===== config.mk =====
export PLATFORM = sky130hd
export DESIGN_NAME = popcount_accumulator
export DESIGN_NICKNAME = d
export VERILOG_FILES = /design/src/rtl/popcount_pkg.sv /design/src/rtl/compressor_15x4.sv /design/src/rtl/popcount_accumulator.sv
export SDC_FILE = /design/constraint.sdc
export NUM_CORES = 1
export LEC_CHECK = 0
export BUFFER_PORTS_ARGS = -buffer_cell sky130_fd_sc_hd__buf_4
export CAP_MARGIN = 20
export CORE_ASPECT_RATIO = 0.5
export CORE_MARGIN = 2
export CORE_UTILIZATION = 30
export CTS_CLUSTER_DIAMETER = 50
export DETAILED_ROUTE_END_ITERATION = 7
export MAX_ROUTING_LAYER = met4
export SYNTH_ARGS = -nofsm -noshare
export SYNTH_HDL_FRONTEND = slang
export SYNTH_HIERARCHICAL = 1
export SYNTH_SLANG_ARGS = --single-unit

===== constraint.sdc =====
create_clock -name clk -period 2.6 [get_ports clk]
set_input_delay 0.52 -clock clk [delete_from_list [all_inputs] [get_ports clk]]
set_output_delay 0.52 -clock clk [all_outputs]
set_load 0.03 [all_outputs]

===== src/rtl/popcount_pkg.sv =====
// Shared types and constants for the popcount accumulator.
package popcount_pkg;

  // Width of the per-beat popcount (0..15 fits in 4 bits).
  localparam int unsigned CNT_W  = 4;
  // Width of the beat counter and the out_beats port.
  localparam int unsigned BEAT_W = 8;

  // Frame FSM: collecting beats, then presenting the result.
  typedef enum logic [1:0] {
    IDLE  = 2'd0,
    ACCUM = 2'd1,
    HOLD  = 2'd2
  } state_e;

  // One full adder; returns {carry, sum}.
  function automatic logic [1:0] full_add(input logic a, input logic b, input logic c);
    return {(a & b) | (a & c) | (b & c), a ^ b ^ c};
  endfunction

endpackage


===== src/rtl/compressor_15x4.sv =====
// 15:4 counter built from a full-adder tree; out_3..out_0 is the number of ones on i0..i14.
module compressor_15x4
  import popcount_pkg::*;
(
  input  logic i0,
  input  logic i1,
  input  logic i2,
  input  logic i3,
  input  logic i4,
  input  logic i5,
  input  logic i6,
  input  logic i7,
  input  logic i8,
  input  logic i9,
  input  logic i10,
  input  logic i11,
  input  logic i12,
  input  logic i13,
  input  logic i14,
  output logic out_0,
  output logic out_1,
  output logic out_2,
  output logic out_3
);

  logic [14:0] w_bits;
  logic [4:0]  w_s1;
  logic [4:0]  w_c1;
  logic        w_s2a;
  logic        w_c2a;
  logic        w_c2b;
  logic        w_s3a;
  logic        w_c3a;
  logic        w_s3b;
  logic        w_c3b;
  logic        w_c3c;

  assign w_bits = {i14, i13, i12, i11, i10, i9, i8, i7, i6, i5, i4, i3, i2, i1, i0};

  // First rank: five full adders over the weight-1 inputs.
  for (genvar k = 0; k < 5; k++) begin : g_rank1
    assign {w_c1[k], w_s1[k]} = full_add(w_bits[3*k], w_bits[3*k+1], w_bits[3*k+2]);
  end

  // Weight 1: five partial sums reduce to the result LSB plus two weight-2 carries.
  assign {w_c2a, w_s2a} = full_add(w_s1[0], w_s1[1], w_s1[2]);
  assign {w_c2b, out_0} = full_add(w_s1[3], w_s1[4], w_s2a);

  // Weight 2: seven bits reduce to out_1 plus three weight-4 carries.
  assign {w_c3a, w_s3a} = full_add(w_c1[0], w_c1[1], w_c1[2]);
  assign {w_c3b, w_s3b} = full_add(w_c1[3], w_c1[4], w_c2a);
  assign {w_c3c, out_1} = full_add(w_s3a, w_s3b, w_c2b);

  // Weight 4: three bits give out_2 and the weight-8 MSB.
  assign {out_3, out_2} = full_add(w_c3a, w_c3b, w_c3c);

endmodule


===== src/rtl/popcount_accumulator.sv =====
// Frame popcount accumulator: sums per-beat popcounts over a frame and
// presents a saturating total plus beat count with a valid/ready handshake.
module popcount_accumulator
  import popcount_pkg::*;
#(
  parameter int unsigned FRAME_LEN = 16,
  parameter int unsigned ACC_W     = 8
) (
  input  logic              clk,
  input  logic              rst_n,
  input  logic              in_valid,
  output logic              in_ready,
  input  logic [14:0]       in_bits,
  input  logic              in_last,
  output logic              out_valid,
  input  logic              out_ready,
  output logic [ACC_W-1:0]  out_sum,
  output logic [BEAT_W-1:0] out_beats,
  output logic              out_ovf
);

  localparam logic [BEAT_W-1:0] FRAME_LEN_B = BEAT_W'(FRAME_LEN);
  localparam bit                SINGLE_BEAT = (FRAME_LEN == 1);

  state_e              r_state;
  state_e              w_state_nxt;
  logic [ACC_W-1:0]    r_acc;
  logic [ACC_W-1:0]    w_acc_nxt;
  logic [BEAT_W-1:0]   r_beats;
  logic [BEAT_W-1:0]   w_beats_nxt;
  logic                r_ovf;
  logic                w_ovf_nxt;
  logic                r_alive;

  logic [CNT_W-1:0]    w_count;
  logic [ACC_W-1:0]    w_count_ext;
  logic [ACC_W:0]      w_sum_wide;
  logic [ACC_W-1:0]    w_sat_acc;
  logic                w_sat_hit;
  logic [BEAT_W-1:0]   w_beats_inc;
  logic                w_len_hit;
  logic                w_accept;

  compressor_15x4 u_compressor (
    .i0    (in_bits[0]),
    .i1    (in_bits[1]),
    .i2    (in_bits[2]),
    .i3    (in_bits[3]),
    .i4    (in_bits[4]),
    .i5    (in_bits[5]),
    .i6    (in_bits[6]),
    .i7    (in_bits[7]),
    .i8    (in_bits[8]),
    .i9    (in_bits[9]),
    .i10   (in_bits[10]),
    .i11   (in_bits[11]),
    .i12   (in_bits[12]),
    .i13   (in_bits[13]),
    .i14   (in_bits[14]),
    .out_0 (w_count[0]),
    .out_1 (w_count[1]),
    .out_2 (w_count[2]),
    .out_3 (w_count[3])
  );

  // in_ready stays low while in reset and rises on the first edge afterwards.
  assign in_ready  = r_alive && (r_state != HOLD);
  assign w_accept  = in_valid && in_ready;

  assign out_valid = (r_state == HOLD);
  assign out_sum   = r_acc;
  assign out_beats = r_beats;
  assign out_ovf   = r_ovf;

  // Saturating add of this beat's count; the extra MSB flags overflow.
  assign w_count_ext = ACC_W'(w_count);
  assign w_sum_wide  = {1'b0, r_acc} + {1'b0, w_count_ext};
  assign w_sat_hit   = w_sum_wide[ACC_W];
  assign w_sat_acc   = w_sat_hit ? {ACC_W{1'b1}} : w_sum_wide[ACC_W-1:0];

  assign w_beats_inc = r_beats + BEAT_W'(1);
  assign w_len_hit   = (w_beats_inc == FRAME_LEN_B);

  // Marks that reset has been released for at least one edge.
  always_ff @(posedge clk or negedge rst_n) begin
    if (!rst_n) begin
      r_alive <= 1'b0;
    end else begin
      r_alive <= 1'b1;
    end
  end

  // State, accumulator, beat counter and overflow flag registers.
  always_ff @(posedge clk or negedge rst_n) begin
    if (!rst_n) begin
      r_state <= IDLE;
      r_acc   <= '0;
      r_beats <= '0;
      r_ovf   <= 1'b0;
    end else begin
      r_state <= w_state_nxt;
      r_acc   <= w_acc_nxt;
      r_beats <= w_beats_nxt;
      r_ovf   <= w_ovf_nxt;
    end
  end

  // Next-state and datapath update for the frame FSM.
  always_comb begin
    w_state_nxt = r_state;
    w_acc_nxt   = r_acc;
    w_beats_nxt = r_beats;
    w_ovf_nxt   = r_ovf;
    unique case (r_state)
      IDLE: begin
        if (w_accept) begin
          w_acc_nxt   = w_count_ext;
          w_beats_nxt = BEAT_W'(1);
          w_ovf_nxt   = 1'b0;
          w_state_nxt = (in_last || SINGLE_BEAT) ? HOLD : ACCUM;
        end
      end
      ACCUM: begin
        if (w_accept) begin
          w_acc_nxt   = w_sat_acc;
          w_beats_nxt = w_beats_inc;
          w_ovf_nxt   = r_ovf | w_sat_hit;
          // A last beat that also fills the frame still closes it only once.
          if (in_last || w_len_hit) begin
            w_state_nxt = HOLD;
          end
        end
      end
      HOLD: begin
        if (out_ready) begin
          w_state_nxt = IDLE;
          w_acc_nxt   = '0;
          w_beats_nxt = '0;
          w_ovf_nxt   = 1'b0;
        end
      end
      default: begin
        w_state_nxt = IDLE;
      end
    endcase
  end

endmodule


Word-level counts from Yosys, hierarchy flattened
Index checks and enable logic that the tools add are counted.

storage, ports and cells
  output and inout port bits = 19
  word-level logic and storage cells = 118
  bits of input ports = 20
  register bits after elaboration = 20

cells by class
  bitwise operators = 78
  equality and inequality tests = 8
  multiplexer cells = 18
  add/sub/neg operators = 2
  reductions and logical operators = 7

operators by type and width
  cell                                                                     count
  8-bit two-way mux                                                        6
  8-bit case mux with 3 select lines                                       2
  1-bit bitwise AND                                                        33
  1-bit bitwise OR                                                         23
  1-bit XOR                                                                22
  2-bit two-way mux                                                        5
  8-bit by 4-bit adder with 9-bit output                                   1
  8-bit by 1-bit adder with 8-bit output, second input constant            1
  8-bit by 5-bit == test with 1-bit output, second input constant          1
  2-bit inequality test, second input constant                             4
  4-bit AND reduction                                                      2
  2-bit case mux with 3 select lines                                       1
  1-bit two-way mux                                                        3
  1-bit case mux with 3 select lines                                       1
  3-bit nonzero test                                                       1
  2-bit by 1-bit == test with 1-bit output, second input constant          1
  2-bit == test, second input constant                                     1
  1-bit logical AND                                                        2
  2-bit logical NOT                                                        1
  2-bit by 1-bit inequality test with 1-bit output, second input constant  1
  1-bit logical OR                                                         1

Logic depth before layout (Yosys ltp)
Gate-level depths: netlist of the first run.

  depth in word-level cells = 17
  mapped depth = 13
  depth with buffers taken out = 13

Cells and area by module
Netlist of the first run, hierarchy kept.

modules (own cells, without submodules)
  module                area an instance (sq um)  times used  cells each  sequential area each (sq um)
  popcount_accumulator  1280.0                    1           142         500.5
  compressor_15x4       272.8                     1           25          0.0

Worst setup path after synthesis of the first run
OpenSTA, ideal clock, no wires.

  path kind = input-to-reg
  start point = input port in_bits[0]
  end point = register r_acc[5] (netlist: out_sum[5])
  setup time = 121 ps
  buffers on the path = 0
  stages on the path = 13
  arrival time = 4080 ps
  data required time = 2479 ps
  slack = -1601 ps
  cells stage by stage = inv_1 -> fa_1 -> fa_1 -> fa_1 -> inv_1 -> fa_1 -> fa_1 -> ha_1 -> a21oi_1 -> a21boi_1 -> o21ai_0 -> o21ai_0 -> a22o_1

on the way
  elaborated cells on any way between the ends = 46
  those cells by class = add/sub (1); mux (3); bitwise (42)

RTL lines
  what                                        RTL line                     RTL
  from (decl)                                 popcount_accumulator.sv:13   input logic [14:0] in_bits,
  1-bit XOR (4 in a row)                      popcount_pkg.sv:18           return {(a & b) | (a & c) | (b & c), a ^ b ^ c};
  1-bit bitwise AND                           popcount_pkg.sv:18
  1-bit bitwise OR (2 in a row)               popcount_pkg.sv:18
  1-bit bitwise AND                           popcount_pkg.sv:18
  1-bit bitwise OR (2 in a row)               popcount_pkg.sv:18
  1-bit XOR (*)                               popcount_pkg.sv:18
  net w_count[2]                              popcount_accumulator.sv:35   logic [CNT_W-1:0] w_count;
  8-bit by 4-bit adder with 9-bit output (*)  popcount_accumulator.sv:77   assign w_sum_wide = {1'b0, r_acc} + {1'b0, w_count_ext};
  8-bit two-way mux (*)                       popcount_accumulator.sv:79   assign w_sat_acc = w_sat_hit ? {ACC_W{1'b1}} : w_sum_wide[ACC_W-1:0];
  8-bit two-way mux (*)                       popcount_accumulator.sv:124  if (w_accept) begin
  8-bit case mux with 3 select lines (*)      popcount_accumulator.sv:114  unique case (r_state)
  to (signal assigned)                        popcount_accumulator.sv:102  r_acc <= w_acc_nxt;
  to (decl)                                   popcount_accumulator.sv:27   logic [ACC_W-1:0] r_acc;

Mark *: on every way through the listed nets, which the timed path passes. The rest lies on a longest branch. The select of a mux whose other input is x is not followed.
A chain may end at the register's enable or synchronous reset.

Worst setup path in the final report of the first run
  start point = input port in_bits[8]
  end point = register r_acc[1] (netlist: out_sum[1])

on the way
  elaborated cells on any way between the ends = 44
  those cells by class = add/sub (1); mux (4); bitwise (39)

RTL lines
  what                                                          RTL line
  1-bit XOR                                                     popcount_pkg.sv:18
  1-bit bitwise AND / 1-bit XOR (equally long branches)         popcount_pkg.sv:18
  1-bit bitwise OR / 1-bit bitwise AND (equally long branches)  popcount_pkg.sv:18
  1-bit bitwise OR                                              popcount_pkg.sv:18
  1-bit bitwise AND (tied with other cells)                     popcount_pkg.sv:18
  1-bit bitwise OR / 1-bit bitwise AND (equally long branches)  popcount_pkg.sv:18
  1-bit bitwise OR                                              popcount_pkg.sv:18
  1-bit XOR / 1-bit bitwise OR (equally long branches)          popcount_pkg.sv:18
  1-bit XOR (*)                                                 popcount_pkg.sv:18
  net w_count[2]                                                popcount_accumulator.sv:35
  8-bit by 4-bit adder with 9-bit output (*)                    popcount_accumulator.sv:77
  8-bit two-way mux (*)                                         popcount_accumulator.sv:79
  8-bit two-way mux (*)                                         popcount_accumulator.sv:124
  8-bit case mux with 3 select lines (*)                        popcount_accumulator.sv:114

Marked as above.

==> impl_metrics.toml, run 1 <==
[yosys]
synth_warnings = 6
netlist_area_mm2 = 0.00155
cell_count_after_synthesis = 167
number_of_register_bits_inferred_by_synthesis = 20
syn_avg_cell_area_um2 = 9.30
synth.net_count = 207
synth.distinct_cells = 46
ys_seq_area_frac = 0.322

[critical_path]
cp_data_arrival_time_ns = 4.07
worst_setup_path_end_kind = "flip-flop"
worst-setup-path-type = "input port to flip-flop"
r2r_setup_slack_ns = 0.56
worst_ep_required_time_ns = 2.75
start_kind = "input port"
reg_to_reg_critical_path_startpoint = "out_sum[0]"
timing.critical_path.fanout_max = 4
worst-r2r-cell-count = 7
rr_endpoint = "out_sum[1]"

[final_layout]
most-common-layout-cells = "47 x sky130_fd_sc_hd__buf_4, 20 x sky130_fd_sc_hd__dfrtp_1, 17 x sky130_fd_sc_hd__inv_1"
layout_commonest_cell = "sky130_fd_sc_hd__buf_4"
syn2layout_area_growth_pct = 36.7
end_of_flow_core_utilization = 0.428
drive_above_1_share = 0.356
antenna-diode-count = 0
finalNetCount = 258
final_area_mm2 = 0.00212

[clock_tree]
ctsLongestPathBuffers = 2
h-tree-depth = 1
total_number_of_clock_tree_sinks = 20
clock_buffer_count_from_cts = 3
clockRootBuffer = "sky130_fd_sc_hd__clkbuf_8"
register_clock_pin_slew_on_the_reported_worst_setup_and_hold_paths_ns = 0.08
tritoncts = "done"
hold_buffers = 0
clk_latency_ns = 0.26

[floorplanning]
row_cnt = 18
horizontal_extent_of_the_die_um = 106
std_cell_core_area_mm2 = 0.00495
chipHeight_um = 54.9
io_pins = 39
die_area_mm2 = 0.00580
initial_core_util = 0.313

[timing]
hold_viol_final = 0
setup_ws_ns = -1.33
finalWorstPathRequiredPeriod_ns = 3.93
setup_viol = 9
fin_skew_ns = 0.00702
holdWs_ns = 0.128
final-max-slew-violation-count = 0
grt_setup_unrepaired = "yes"
period_share = 1.51
fmax_mhz = 255

[pwr]
power.static_leakage_nw = 1.01
vdd.ir_drop.worst_mv = 0.367
pwr_per_cell_area_mw_per_mm2 = 1120

[global_routing]
grt_antenna_before_repair = 0
grt.overflow.total = 0
track_usage = 0.142
grt_max_degree = 21
grt_pass1_wl_um = 6120
first_global_vias = 1347

[drt]
first_pass_iters = 6
routed_vias_inst = 4.71
detail_route.wl_per_cell_um = 12.9
drtIter0Drc = 58
detail_route.wirelength_um = 3700
drcViolationCount = 0
detailroute.via_count = 1348
drt.antenna.violating_nets = 0

[placed_design]
global_placer_s_final_weighted_congestion = 0.782
placed_area_mm2 = 0.00202
io_buffer_count = 38
sum_of_net_half_perimeters_after_detailed_placement_um = 2810

[job]
max_cap_viol_count = 0

[status]
failed_checks = "setup timing"
run_status = "finished, violations left"

[worst_hold_path]
worstHoldPathType = "input port to async pin"
Yosys cell counts, drive strengths merged:
cell type	instances	area, um2
dfrtp	20	500
nor2	20	87.6
inv	19	71.3
o21ai	17	85.1
a21oi	13	76.3
fa	12	240
nand2	12	45.0
ha	8	100
nand3	4	20.0
a31oi	3	18.8
and3	3	18.8
buf	3	23.8
a211oi	2	20.0
a21boi	2	15.0
a22o	2	17.5
nand4	2	12.5
nor3	2	10.0
o32a	2	20.0
xor2	2	17.5
a21bo	1	10.0
a21o	1	7.51
a2bb2oi	1	8.76
a31o	1	8.76
a32o	1	10.0
and2b	1	8.76
and3b	1	10.0
conb	1	3.75
nand2b	1	6.26
nand4b	1	8.76
nor2b	1	6.26
nor4	1	6.26
o21bai	1	7.51
o221ai	1	8.76
o22a	1	8.76
o32ai	1	8.76
or2	1	8.76
or3	1	6.26
xnor2	1	8.76
metrics by stage:
step	power, mW	setup TNS [ns]	std cells	setup slack [ns]
floorplan	1.63	-11.38	167	-1.36
global placement	2.03	-13.59	280	-1.57
detailed placement	2.03	-13.95	280	-1.62
CTS	2.31	-11.27	284	-1.32
global route	2.60	-12.58	286	-1.47
finish	2.38	-11.32	286	-1.33
kinds of logic after synthesis:
group	count (synthesis)	share of synthesized area
simple gates	51	0.164
compound gates	50	0.214
buf+inv	22	0.0612
fa+ha+maj	20	0.219
flops	20	0.322
xor+xnor	3	0.0169
other cells	1	0.00242
timing repair:
action,CTS,global route
resized for setup,11,2
pin swaps,10,8
setup buffers,1,2
endpoints found under the setup margin,9,9
cloned,0,0
worst max-delay path: stages:
cell                       delay, ns
sky130_fd_sc_hd__buf_6          0.09
sky130_fd_sc_hd__fa_1           0.54
sky130_fd_sc_hd__inv_2          0.04
sky130_fd_sc_hd__fa_2           0.37
sky130_fd_sc_hd__fa_1           0.48
sky130_fd_sc_hd__inv_1          0.05
sky130_fd_sc_hd__fa_2           0.33
sky130_fd_sc_hd__fa_2           0.57
sky130_fd_sc_hd__ha_4           0.22
sky130_fd_sc_hd__a211oi_4       0.31
sky130_fd_sc_hd__nor3_4         0.07
sky130_fd_sc_hd__nor2_1         0.12
sky130_fd_sc_hd__nor2_1         0.05
sky130_fd_sc_hd__o32a_1         0.28
worst max path at each step:
stage                from         end  slack [ns]  depth (start not counted)
2_1_floorplan  in_bits[6]  out_sum[0]       -1.36                         13
3_3_place_gp   in_bits[6]  out_sum[1]       -1.57                         14
3_5_place_dp   in_bits[6]  out_sum[5]       -1.62                         14
4_1_cts        in_bits[8]  out_sum[1]       -1.32                         14
5_1_grt        in_bits[8]  out_sum[1]       -1.47                         14
6_report       in_bits[8]  out_sum[1]       -1.33                         14
sequential cells by signal, indices dropped and copies added (netlist names):
name,count
out_beats,8
out_ovf,1
out_sum,8
r_alive,1
r_state,2
per-layer routing:
metal	up-vias	global-route usage	wire length (um)
met5	-	-	0
met4	0	0.0329	24
met3	2	0.0238	91
met2	20	0.268	1870
met1	648	0.164	1710
li1	678	-	-
cell type report:
class / count / area [um2]
fill: 503 / 2830
multi-input combinational: 125 / 1050
sequential: 20 / 500
timing repair buffer: 49 / 375
tap: 70 / 87.6
inverter: 19 / 71.3
clock buffer: 3 / 41.3
power by group:
part / leakage, nW / switching, mW / internal [mW]
clock network: 0.0216 / 0.100 / 0.103
logic: 0.727 / 0.943 / 0.792
registers: 0.264 / 0.0722 / 0.374
(Power assumes the default switching activity.)
==> inputs of run 2 (changes only) <==
Settings changed: CORE_ASPECT_RATIO 0.5 to unset.
==> run 2 against run 1 <==
Against the previous run: the flow still finishes with violations (setup timing); combinational power shrank 6%; wire length shrank 2.6%; fmax grew 0.69%; global-route usage shrank 0.83 points; count of clock-buffer cells in the layout is the same.
==> impl_metrics.toml, run 2 (synthesis results as in run 1) <==
[status]
run_status = "finished, violations left"
failed_checks = "setup timing"

[clock_tree]
h-tree-depth = 1
register_clock_pin_slew_on_the_reported_worst_setup_and_hold_paths_ns = 0.08
total_number_of_clock_tree_sinks = 20
clock_buffer_count_from_cts = 3
ctsLongestPathBuffers = 2
tritoncts = "done"
clockRootBuffer = "sky130_fd_sc_hd__clkbuf_8"
post-cts-setup-buffers = 0
clk_latency_ns = 0.26

[critical_path]
worstPathCellList = "buf_6 -> fa_1 -> inv_2 -> fa_2 -> fa_1 -> inv_2 -> fa_2 -> fa_2 -> ha_4 -> a211oi_4 -> nor3_2 -> nor2_1 -> nor2_1 -> o32a_1"
cp_slowest_cell = "sky130_fd_sc_hd__fa_2"
worst_ep_required_time_ns = 2.75
critPathLaunch = "in_bits[6]"
worst-setup-path-type = "input port to flip-flop"
start_kind = "input port"
cp_data_arrival_time_ns = 4.05
worst_setup_path_end_kind = "flip-flop"
critical_path.most_common_cell = "sky130_fd_sc_hd__fa_2"
crit_path_max_incr_delay_ns = 0.57
cpLargestDelayFamily = "adder cells"
worst-path-buf-inv = 3
reg_to_reg_critical_path_startpoint = "out_sum[0]"
timing.critical_path.fanout_max = 5

[drt]
detailroute.via_count = 1362
drtIter0Drc = 42
detail_route.wl_per_cell_um = 12.7
first_pass_iters = 4
detail_route.wirelength_um = 3610
routed_vias_inst = 4.81
drt.antenna.violating_nets = 0
drcViolationCount = 0

[final_layout]
syn2layout_area_growth_pct = 36.3
most-common-layout-cells = "42 x sky130_fd_sc_hd__buf_4, 20 x sky130_fd_sc_hd__dfrtp_1, 17 x sky130_fd_sc_hd__nor2_1"
seqCellArea_um2 = 500
n_fill_cell = 519
final_area_mm2 = 0.00212
drive_above_1_share = 0.347
multi_input_area_mm2 = 0.00104
finalNetCount = 254
layout_commonest_cell = "sky130_fd_sc_hd__buf_4"
antenna-diode-count = 0

[floorplanning]
row_cnt = 26
std_cell_core_area_mm2 = 0.00504
chipHeight_um = 75.9
die_area_mm2 = 0.00577
io_pins = 39
initial_core_util = 0.308
horizontal_extent_of_the_die_um = 75.9

[global_routing]
grt_antenna_before_repair = 0
grt.overflow.total = 0
grt_pass1_wl_um = 6260
track_usage = 0.133
first_global_vias = 1367
grt_max_degree = 21

[timing]
setup_ws_ns = -1.30
fin_skew_ns = 0.00426
final-max-slew-violation-count = 0
period_share = 1.50
setup_viol = 9
hold_viol_final = 0
grt_setup_unrepaired = "yes"
finalWorstPathRequiredPeriod_ns = 3.90
fmax_mhz = 256
finalSetupTns_ns = -11.03

[pwr]
power_mw = 2.38
pwr_per_cell_area_mw_per_mm2 = 1120
vdd.ir_drop.worst_mv = 0.507
power.share.sequential = 0.186
net-switching-power_mw = 1.08
power.share.switching = 0.452
power.static_leakage_nw = 0.992
power.share.clock = 0.134
share_comb_of_total_power = 0.680
power_report.internal_total_mw = 1.31

[placed_design]
global_placer_s_final_weighted_congestion = 0.787
placed_area_mm2 = 0.00201
io_buffer_count = 38
post-place-ws_ns = -1.62
sum_of_net_half_perimeters_after_detailed_placement_um = 2810

[job]
max_cap_viol_count = 0

[worst_hold_path]
worstHoldPathType = "input port to async pin"
[run 2: per-stage QoR]
| step | hold slack [ns] | instances | util |
|---|---|---|---|
| 2_1_floorplan | 0.224 | 167 | - |
| 3_3_place_gp | 0.422 | 279 | 0.399 |
| 3_5_place_dp | 0.421 | 279 | 0.399 |
| 4_1_cts | 0.129 | 283 | 0.416 |
| 5_1_grt | 0.137 | 283 | 0.420 |
| 6_report | 0.123 | 283 | 0.420 |
[run 2: power by group through the flow]
stage / Clock, mW / Sequential (mW) / Combinational [mW]
final: 0.320 / 0.442 / 1.62
after detailed placement: 0 / 0.450 / 1.58
after global routing: 0.340 / 0.454 / 1.80
after CTS: 0.330 / 0.444 / 1.60
after global placement: 0 / 0.449 / 1.57
after floorplan: 0 / 0.523 / 1.11
[run 2: final timing paths]
check | end | slack [ns] | cells after the start
setup reg to reg | out_sum[0] | 0.58 | 7
max in group asynchronous | out_sum[3] | 2.26 | 1
hold reg to reg | out_beats[6] | 0.54 | 1
min in group clk | r_state[0] | 0.48 | 2
hold / removal | out_beats[5] | 0.12 | 1
setup / recovery | out_sum[0] | -1.30 | 14
[run 2: layer usage]
layer  GRT usage  up-vias  wire, um
met3      0.0226        4       147
met2       0.226       30      1750
met5           -        -         0
met4      0.0273        0        23
met1       0.169      656      1690
li1            -      672         -
[run 2: area by class of cell]
cell class	count	area share
timing repair buffer	45	0.165
clock buffer	3	0.0195
inverter	19	0.0337
tap	70	0.0414
sequential	20	0.236
multi-input combinational	125	0.490
clock inverter	1	0.0142
[run 2: timing repair]
| action | CTS | global route |
|---|---|---|
| pin swaps | 9 | 3 |
| endpoints found under the hold margin | 0 | 0 |
| hold buffers | 0 | 0 |
| gates resized for setup | 7 | 4 |
| setup endpoints to repair | 9 | 9 |
[run 2: worst reg2reg max path: cells and delay by family, from the launching register on]
| kind | cells | cell delay (ns) |
|---|---|---|
| adders and majority gates | 2 | 0.70 |
| AOI/OAI and AO/OA | 2 | 0.57 |
| DFF | 1 | 0.41 |
| and+or+nand+nor | 3 | 0.22 |
==> inputs of run 3 (changes only) <==
Settings changed: REMOVE_ABC_BUFFERS set to 1.
==> run 3 against run 2 <==
Against the previous run: the flow still finishes with violations (setup timing); register-to-register slack got worse by 0.12 ns; cell area is 2.3% higher; sequential cell count did not move; count of clock-buffer cells in the layout is 1 higher; first-iteration DRC count is 130% higher; critical path type unchanged; largest cell class unchanged; largest power group unchanged.
==> impl_metrics.toml, run 3 (synthesis results as in run 1) <==
[status]
run_status = "finished, violations left"
failed_checks = "setup timing"

[global_routing]
track_usage = 0.147
grt.overflow.total = 0
first_global_vias = 1432
grt_use_met1 = 0.197
global_route.peak_usage_layer = "met2"
global_route.usage.met3 = 0.0333
globalRouteMet2Util = 0.230
grt_pass1_wl_um = 6810
grt_antenna_before_repair = 0
grt_max_degree = 21

[critical_path]
critical_path.most_common_cell = "sky130_fd_sc_hd__fa_2"
cp_slowest_cell = "sky130_fd_sc_hd__fa_2"
start_kind = "input port"
worstPathCellList = "buf_6 -> fa_1 -> inv_2 -> fa_2 -> fa_1 -> inv_2 -> fa_2 -> fa_2 -> ha_4 -> a211oi_4 -> nor3_4 -> nor2_2 -> nor2_1 -> o32a_1"
crit_path_max_incr_delay_ns = 0.57
timing.critical_path.fanout_max = 4
worst-setup-path-type = "input port to flip-flop"
worst-path-buf-inv = 3
worst_ep_required_time_ns = 2.76
cpLargestDelayFamily = "adder cells"
worst_setup_path_end_kind = "flip-flop"
cp_data_arrival_time_ns = 4.07

[pwr]
net-switching-power_mw = 1.14
power.share.clock = 0.101
pwr_per_cell_area_mw_per_mm2 = 1130
vdd.ir_drop.worst_mv = 0.418
power.static_leakage_nw = 1.02
power.share.sequential = 0.182
power_report.internal_total_mw = 1.30
share_comb_of_total_power = 0.716
power.share.switching = 0.466

[floorplanning]
die_area_mm2 = 0.00577
horizontal_extent_of_the_die_um = 75.9
io_pins = 39
chipHeight_um = 75.9
initial_core_util = 0.308
row_cnt = 26
std_cell_core_area_mm2 = 0.00504

[worst_hold_path]
worstHoldPathType = "input port to async pin"

[timing]
finalWorstPathRequiredPeriod_ns = 3.92
hold_viol_final = 0
fin_skew_ns = 0.00893
grt_setup_unrepaired = "yes"
holdWs_ns = 0.128
fmax_mhz = 255
period_share = 1.51
setup_viol = 9
setup_ws_ns = -1.32
final-max-slew-violation-count = 0

[clock_tree]
tritoncts = "done"
h-tree-depth = 1
register_clock_pin_slew_on_the_reported_worst_setup_and_hold_paths_ns = 0.08
hold_buffers = 0
ctsLongestPathBuffers = 2
total_number_of_clock_tree_sinks = 20
clock_buffer_count_from_cts = 3
clk_latency_ns = 0.27
clockRootBuffer = "sky130_fd_sc_hd__clkbuf_8"

[drt]
detail_route.wirelength_um = 3920
first_pass_iters = 4
routed_vias_inst = 4.93
drt.antenna.violating_nets = 0
drcViolationCount = 0
detail_route.wl_per_cell_um = 13.6
drtIter0Drc = 95
detailroute.via_count = 1425

[job]
max_cap_viol_count = 0

[placed_design]
global_placer_s_final_weighted_congestion = 0.845
sum_of_net_half_perimeters_after_detailed_placement_um = 2720
io_buffer_count = 38
post-place-ws_ns = -1.84

[final_layout]
finalNetCount = 260
drive_above_1_share = 0.393
layout_commonest_cell = "sky130_fd_sc_hd__buf_4"
most-common-layout-cells = "48 x sky130_fd_sc_hd__buf_4, 20 x sky130_fd_sc_hd__dfrtp_1, 16 x sky130_fd_sc_hd__o21ai_1"
syn2layout_area_growth_pct = 39.5
n_fill_cell = 496
antenna-diode-count = 0
[run 3: cell types whose count changed in the layout (fill, tap and decap cells not counted), sizes merged]
cell	before	now
clkbuf	3	4
bufinv	1	0
buf	45	51
[run 3: worst paths after layout]
kind | startpoint | depth (start not counted) | endpoint | slack, ns
worst max-delay path | in_bits[5] | 14 | out_sum[0] | -1.32
worst min-delay path | rst_n | 1 | out_beats[1] | 0.13
worst max register to register | out_sum[0] | 7 | out_sum[0] | 0.46
worst min register to register | out_ovf | 2 | out_ovf | 0.54
max in group asynchronous | rst_n | 1 | out_sum[4] | 2.24
min in group clk | in_last | 2 | r_state[0] | 0.46
[run 3: power by group through the flow]
| stage | registers (mW) | logic (mW) | clock network, mW |
|---|---|---|---|
| after floorplan | 0.516 | 0.916 | 0 |
| after global placement | 0.446 | 1.41 | 0 |
| after detailed placement | 0.446 | 1.41 | 0 |
| after CTS | 0.446 | 1.62 | 0.256 |
| after global routing | 0.457 | 1.94 | 0.267 |
| final | 0.446 | 1.75 | 0.248 |
[run 3: layer usage]
metal	vias up	share of wire
li1	682	-
met1	703	0.47
met2	36	0.46
met3	4	0.053
met4	0	0.011
met5	-	0
[run 3: area by class of cell]
class	instances	area, um2	share of cell area
clock buffers	4	55.1	0.0254
inverters	19	71.3	0.0329
multi-input cells	125	1060	0.488
flip-flops and latches	20	500	0.231
well taps	70	87.6	0.0404
repair buffers	51	394	0.182
[run 3: metrics by stage]
stage	instances	instance area (um2)	util	total power [mW]	TNS [ns]
6_report	289	2170	0.430	2.45	-11.27
5_1_grt	289	2170	0.430	2.67	-12.17
4_1_cts	287	2120	0.420	2.33	-11.18
3_5_place_dp	281	1970	0.391	1.85	-15.45
3_3_place_gp	281	1970	0.391	1.85	-15.15
2_1_floorplan	164	1530	-	1.43	-12.95
[run 3: what timing repair did]
item                                    in CTS  in global routing
resized for setup                           21                 10
endpoints found under the setup margin       9                  9
buffers inserted                             2                  2
pin swaps                                   14                 18
